==> config.mk <==
export PLATFORM = sky130hd
export DESIGN_NAME = pipe_stall_ctrl
export DESIGN_NICKNAME = d
export VERILOG_FILES = /design/src/rtl/pipe_stall_ctrl.sv
export SDC_FILE = /design/constraint.sdc
export NUM_CORES = 1
export LEC_CHECK = 0
export CAP_MARGIN = 5
export CELL_PAD_IN_SITES_DETAIL_PLACEMENT = 1
export CELL_PAD_IN_SITES_GLOBAL_PLACEMENT = 1
export CORE_MARGIN = 2
export CORE_UTILIZATION = 35
export CTS_CLUSTER_SIZE = 8
export DETAILED_ROUTE_END_ITERATION = 16
export PLACE_DENSITY_LB_ADDON = 0.1
export SYNTH_ARGS = -nofsm -noshare
export SYNTH_HDL_FRONTEND = slang
export SYNTH_SLANG_ARGS = --single-unit
==> constraint.sdc <==
create_clock -name clk -period 2.2 [get_ports clk]
set_input_delay 0.22 -clock clk [delete_from_list [all_inputs] [get_ports clk]]
set_output_delay 0.22 -clock clk [all_outputs]
set_load 0.01 [all_outputs]
==> src/rtl/pipe_stall_ctrl.sv <==
// pipe_stall_ctrl
// Central pipeline controller for the 6-stage core (PC, IF, ID, EX, MEM, WB).
// Merges per-stage stall requests into one hold vector, sequences multi-cycle
// EX operations with a bounded wait, and turns committed exceptions into a
// one-cycle flush with a redirect PC. Also keeps a saturating count of cycles
// in which the IF stage was held.

module pipe_stall_ctrl #(
    parameter int MC_TIMEOUT = 64,
    parameter int CNT_W      = 32
) (
    input  logic             clk,
    input  logic             rst,
    input  logic             stallreq_if,
    input  logic             stallreq_id,
    input  logic             stallreq_ex,
    input  logic             stallreq_mem,
    input  logic             mc_start,
    input  logic             mc_done,
    input  logic             exc_req,
    input  logic [31:0]      exc_vector,
    output logic [5:0]       stall,
    output logic             flush,
    output logic [31:0]      new_pc,
    output logic             mc_abort,
    output logic             mc_timeout,
    output logic [CNT_W-1:0] stall_cycles
);

    // The wait counter only has to reach MC_TIMEOUT-1, so it never wraps.
    localparam int WAIT_W = (MC_TIMEOUT > 1) ? $clog2(MC_TIMEOUT) : 1;
    localparam logic [WAIT_W-1:0] WAIT_LAST = WAIT_W'(MC_TIMEOUT - 1);

    typedef enum logic [1:0] {
        RUN     = 2'd0,
        MC_WAIT = 2'd1,
        FLUSH   = 2'd2
    } state_t;

    state_t            state;
    logic [WAIT_W-1:0] wait_cnt;

    // Stall vector: a request from stage k holds stage k and everything in front of it.
    always_comb begin
        stall = 6'b000000;
        if (state == FLUSH) begin
            stall = 6'b000000;
        end else if (stallreq_mem) begin
            stall = 6'b011111;
        end else if ((state == MC_WAIT && !mc_done) || stallreq_ex ||
                     (state == RUN && mc_start)) begin
            stall = 6'b001111;
        end else if (stallreq_id) begin
            stall = 6'b000111;
        end else if (stallreq_if) begin
            stall = 6'b000011;
        end
    end

    // Flush comes straight off the state register so it cannot glitch.
    assign flush = (state == FLUSH);

    // Controller FSM with registered pulse outputs and redirect address.
    always_ff @(posedge clk or negedge rst) begin
        if (!rst) begin
            state      <= RUN;
            wait_cnt   <= '0;
            new_pc     <= 32'h0000_0000;
            mc_abort   <= 1'b0;
            mc_timeout <= 1'b0;
        end else begin
            mc_abort   <= 1'b0;
            mc_timeout <= 1'b0;
            case (state)
                RUN: begin
                    if (exc_req) begin
                        state  <= FLUSH;
                        new_pc <= exc_vector;
                    end else if (mc_start) begin
                        state    <= MC_WAIT;
                        wait_cnt <= '0;
                    end
                end
                MC_WAIT: begin
                    if (exc_req) begin
                        state    <= FLUSH;
                        new_pc   <= exc_vector;
                        mc_abort <= 1'b1;
                    end else if (mc_done) begin
                        state <= RUN;
                    end else if (wait_cnt == WAIT_LAST) begin
                        state      <= RUN;
                        mc_timeout <= 1'b1;
                    end else begin
                        wait_cnt <= wait_cnt + WAIT_W'(1);
                    end
                end
                FLUSH: begin
                    state <= RUN;
                end
                default: begin
                    state <= RUN;
                end
            endcase
        end
    end

    // Saturating count of cycles in which IF was held.
    always_ff @(posedge clk or negedge rst) begin
        if (!rst) begin
            stall_cycles <= '0;
        end else if (stall[1] && (stall_cycles != {CNT_W{1'b1}})) begin
            stall_cycles <= stall_cycles + CNT_W'(1);
        end
    end

endmodule

==> out/metrics.csv <==
metric;value;unit
cts_root_buffer;clkbuf_8;
cp-end-kind;output port;
die_y;101;um
setup_viol;0;
gp_congestion;0.761;
required;1.98;ns
fmax;0.487;GHz
cts_buffers;9;
drt_iter0_drc;23;
powerDensity;739;mW/mm^2
grt_overflow_total;0;
period_share;93.3;%
hold_viol;0;
fin_ws;0.148;ns
totalPowerFinal;0.00354;W
worstSetupPathType;flop to output port;
row_count;35;
path_buf_inv;1;
cts_setup_buffers;0;
clk_latency;0.34;ns
cts_sinks;74;
topRoutingLayerUsed;met4;
grtUsageTotal;15.8;%
cap_viol_max_count;0;
critPathLaunchType;flop;
post-place-ws;0.0175;ns
reg2regPathDepth;6;
drt_pre_antenna_iters;4;
die-area;0.0102;mm^2
avgViaCountPerCell;4.83;
ir_worst_vdd;475;uV
fp.coreArea;0.00920;mm^2
syn_area_per_cell;12.5;um^2
netlist_area;0.00329;mm^2
met2_length;3590;um
dr_wl_met3;456;um
synthTopCellsByArea;dfrtp_1 56%, mux2_2 12%, xor2_1 4.5%, xnor2_1 4.3%, nor2_1 2.1%;
grt_max_degree;40;
synth_top_area_share;56.3;%
ys.warnings.count;0;
wl_met1;3380;um
syn_to_final_growth;45.5;%
critPathMaxFanout;5;
grt_pass1_wl;12600;um
route.final.wire_length;7530;um
synth.distinct_cells;37;
wl_per_cell;15.0;um
layout-drive-gt1-share;20.3;%
min_period;2.05;ns
grt_pass1_vias;2548;
clockBufferDepth;2;
vias;2420;
clkTransAtPathRegs;0.07;ns
ant_nets;0;
cts_tree;built;
synth-seq-cells;74;
cts.htree.levels;3;
cpLargestDelayFamily;buffers and inverters;
synth.net_count;306;
r2r_start;stall_cycles[5];
hold_path.class;input pin to asynchronous set/reset pin;
design.portCount;114;
yosys.area.top_type;dfrtp_1;
clock_skew;0.0116;ns
leakage;2.08;nW
fin_nets;429;
die_w;101;um
ys_seq_area_share;56.3;%
worst_r2r_endpoint;stall_cycles[17];
rsz0062_at_grt;false;
post-dp-hpwl;5700;um
synthCells;263;
crit_chain;nand2b_4 > a32oi_2 > a21o_1 > clkdlybuf4s50_1;
outcome;finished clean;
antenna_found_initial;0;
antenna-diode-count;0;
start_util;35.8;%
cpPeakStageDelay;0.54;ns
drc;0;
critPathArrivalTime;1.83;ns
portBuffers;112;
drv_slew;0;
cp_slowest_cell;clkdlybuf4s50_1;
r2r_setup_slack;0.32;ns
finalSetupTns;0;ns
cells in the mapped netlist (all sizes together):
| library cell | count |
|---|---|
| xor2 | 17 |
| nor4 | 2 |
| nor2 | 18 |
| inv | 4 |
| a32oi | 1 |
| and3 | 8 |
| o21ai | 3 |
| nor3 | 8 |
| ha | 2 |
| nand3 | 16 |
| mux2 | 34 |
| or3 | 1 |
| buf | 4 |
| a21oi | 1 |
| nand2 | 16 |
| and4 | 5 |
| nand2b | 5 |
| clkbuf | 5 |
| and2 | 5 |
| nand4 | 11 |
| xnor2 | 16 |
| mux2i | 1 |
| dfrtp | 74 |
| o21a | 1 |
| conb | 1 |
| nor2b | 2 |
| a21o | 1 |
| o211ai | 1 |
report_power, final:
group,switching [W],total (W),internal (W)
combinational,0.000315,0.000839,0.000524
sequential,0.000144,0.00167,0.00152
clock,0.000489,0.00103,0.000545
total,0.000948,0.00354,0.00259
layer usage:
| layer | global-route usage [%] | vias to the layer above |
|---|---|---|
| met1 | 20.3 | 1191 |
| met4 | 6.55 | 0 |
| met2 | 25.0 | 68 |
| met3 | 4.58 | 9 |
| met5 | 0 | - |
| li1 | - | 1152 |
kinds of logic after synthesis:
group                    share of synthesized area [%]
AND/OR/NAND/NOR                                   17.5
flip-flops                                        56.3
multiplexers                                      11.9
XOR/XNOR                                          8.78
buffers and inverters                             2.17
AO/OA/AOI/OAI                                     2.43
adder cells (fa/ha/maj)                          0.760
other                                            0.114
cells in the final DEF, fill, tap and decap left out, drive strengths merged, types with 3 or more instances in the layout:
master and instances:
nor2 18, nand2 16, buf 9, inv 4, xnor2 16, mux2 34, and4 5, xor2 17
nand2b 5, and2 5, dfrtp 74, nand3 16, o21ai 3, clkbuf 10, clkdlybuf4s50 109, nand4 11
nor3 8, and3 8
sequential cells by signal, summed over array words and instances (netlist names):
register      cells
wait_cnt          6
state             2
mc_abort          1
mc_timeout        1
new_pc           32
stall_cycles     32
what timing repair did:
item                       CTS  global route
hold buffers                 1             0
setup endpoints to repair    2             0
hold endpoints to repair    35             0
gates resized for setup      3             0
layout make-up:
class | count | area [um^2]
multi-input combinational | 176 | 1380
tap | 111 | 139
clock buffer | 10 | 138
inverter | 4 | 15.0
sequential | 74 | 1850
fill | 984 | 4410
clock inverter | 5 | 55.1
timing repair buffer | 121 | 1210
how the worst max path moves through the flow:
stage	startpoint	endpoint	slack, ns	cells after the start
5_1_grt	state[0]	stall[2]	0.05	4
3_3_place_gp	mc_done	stall[1]	0.08	6
3_5_place_dp	mc_done	stall[0]	0.02	6
2_1_floorplan	state[0]	stall_cycles[3]	0.45	8
6_report	state[0]	stall[2]	0.15	4
4_1_cts	state[0]	stall[2]	0.12	4
through the flow:
stage                     area, um^2  cells  util (%)  hold slack (ns)
after floorplan                 3290    263         -          -0.0756
after global placement          4580    485      49.8            0.220
after detailed placement        4580    485      49.8            0.216
after CTS                       4790    501      52.1            0.397
after global routing            4790    501      52.1            0.421
final                           4790    501      52.1            0.389
Power figures use the tool's default switching activity.
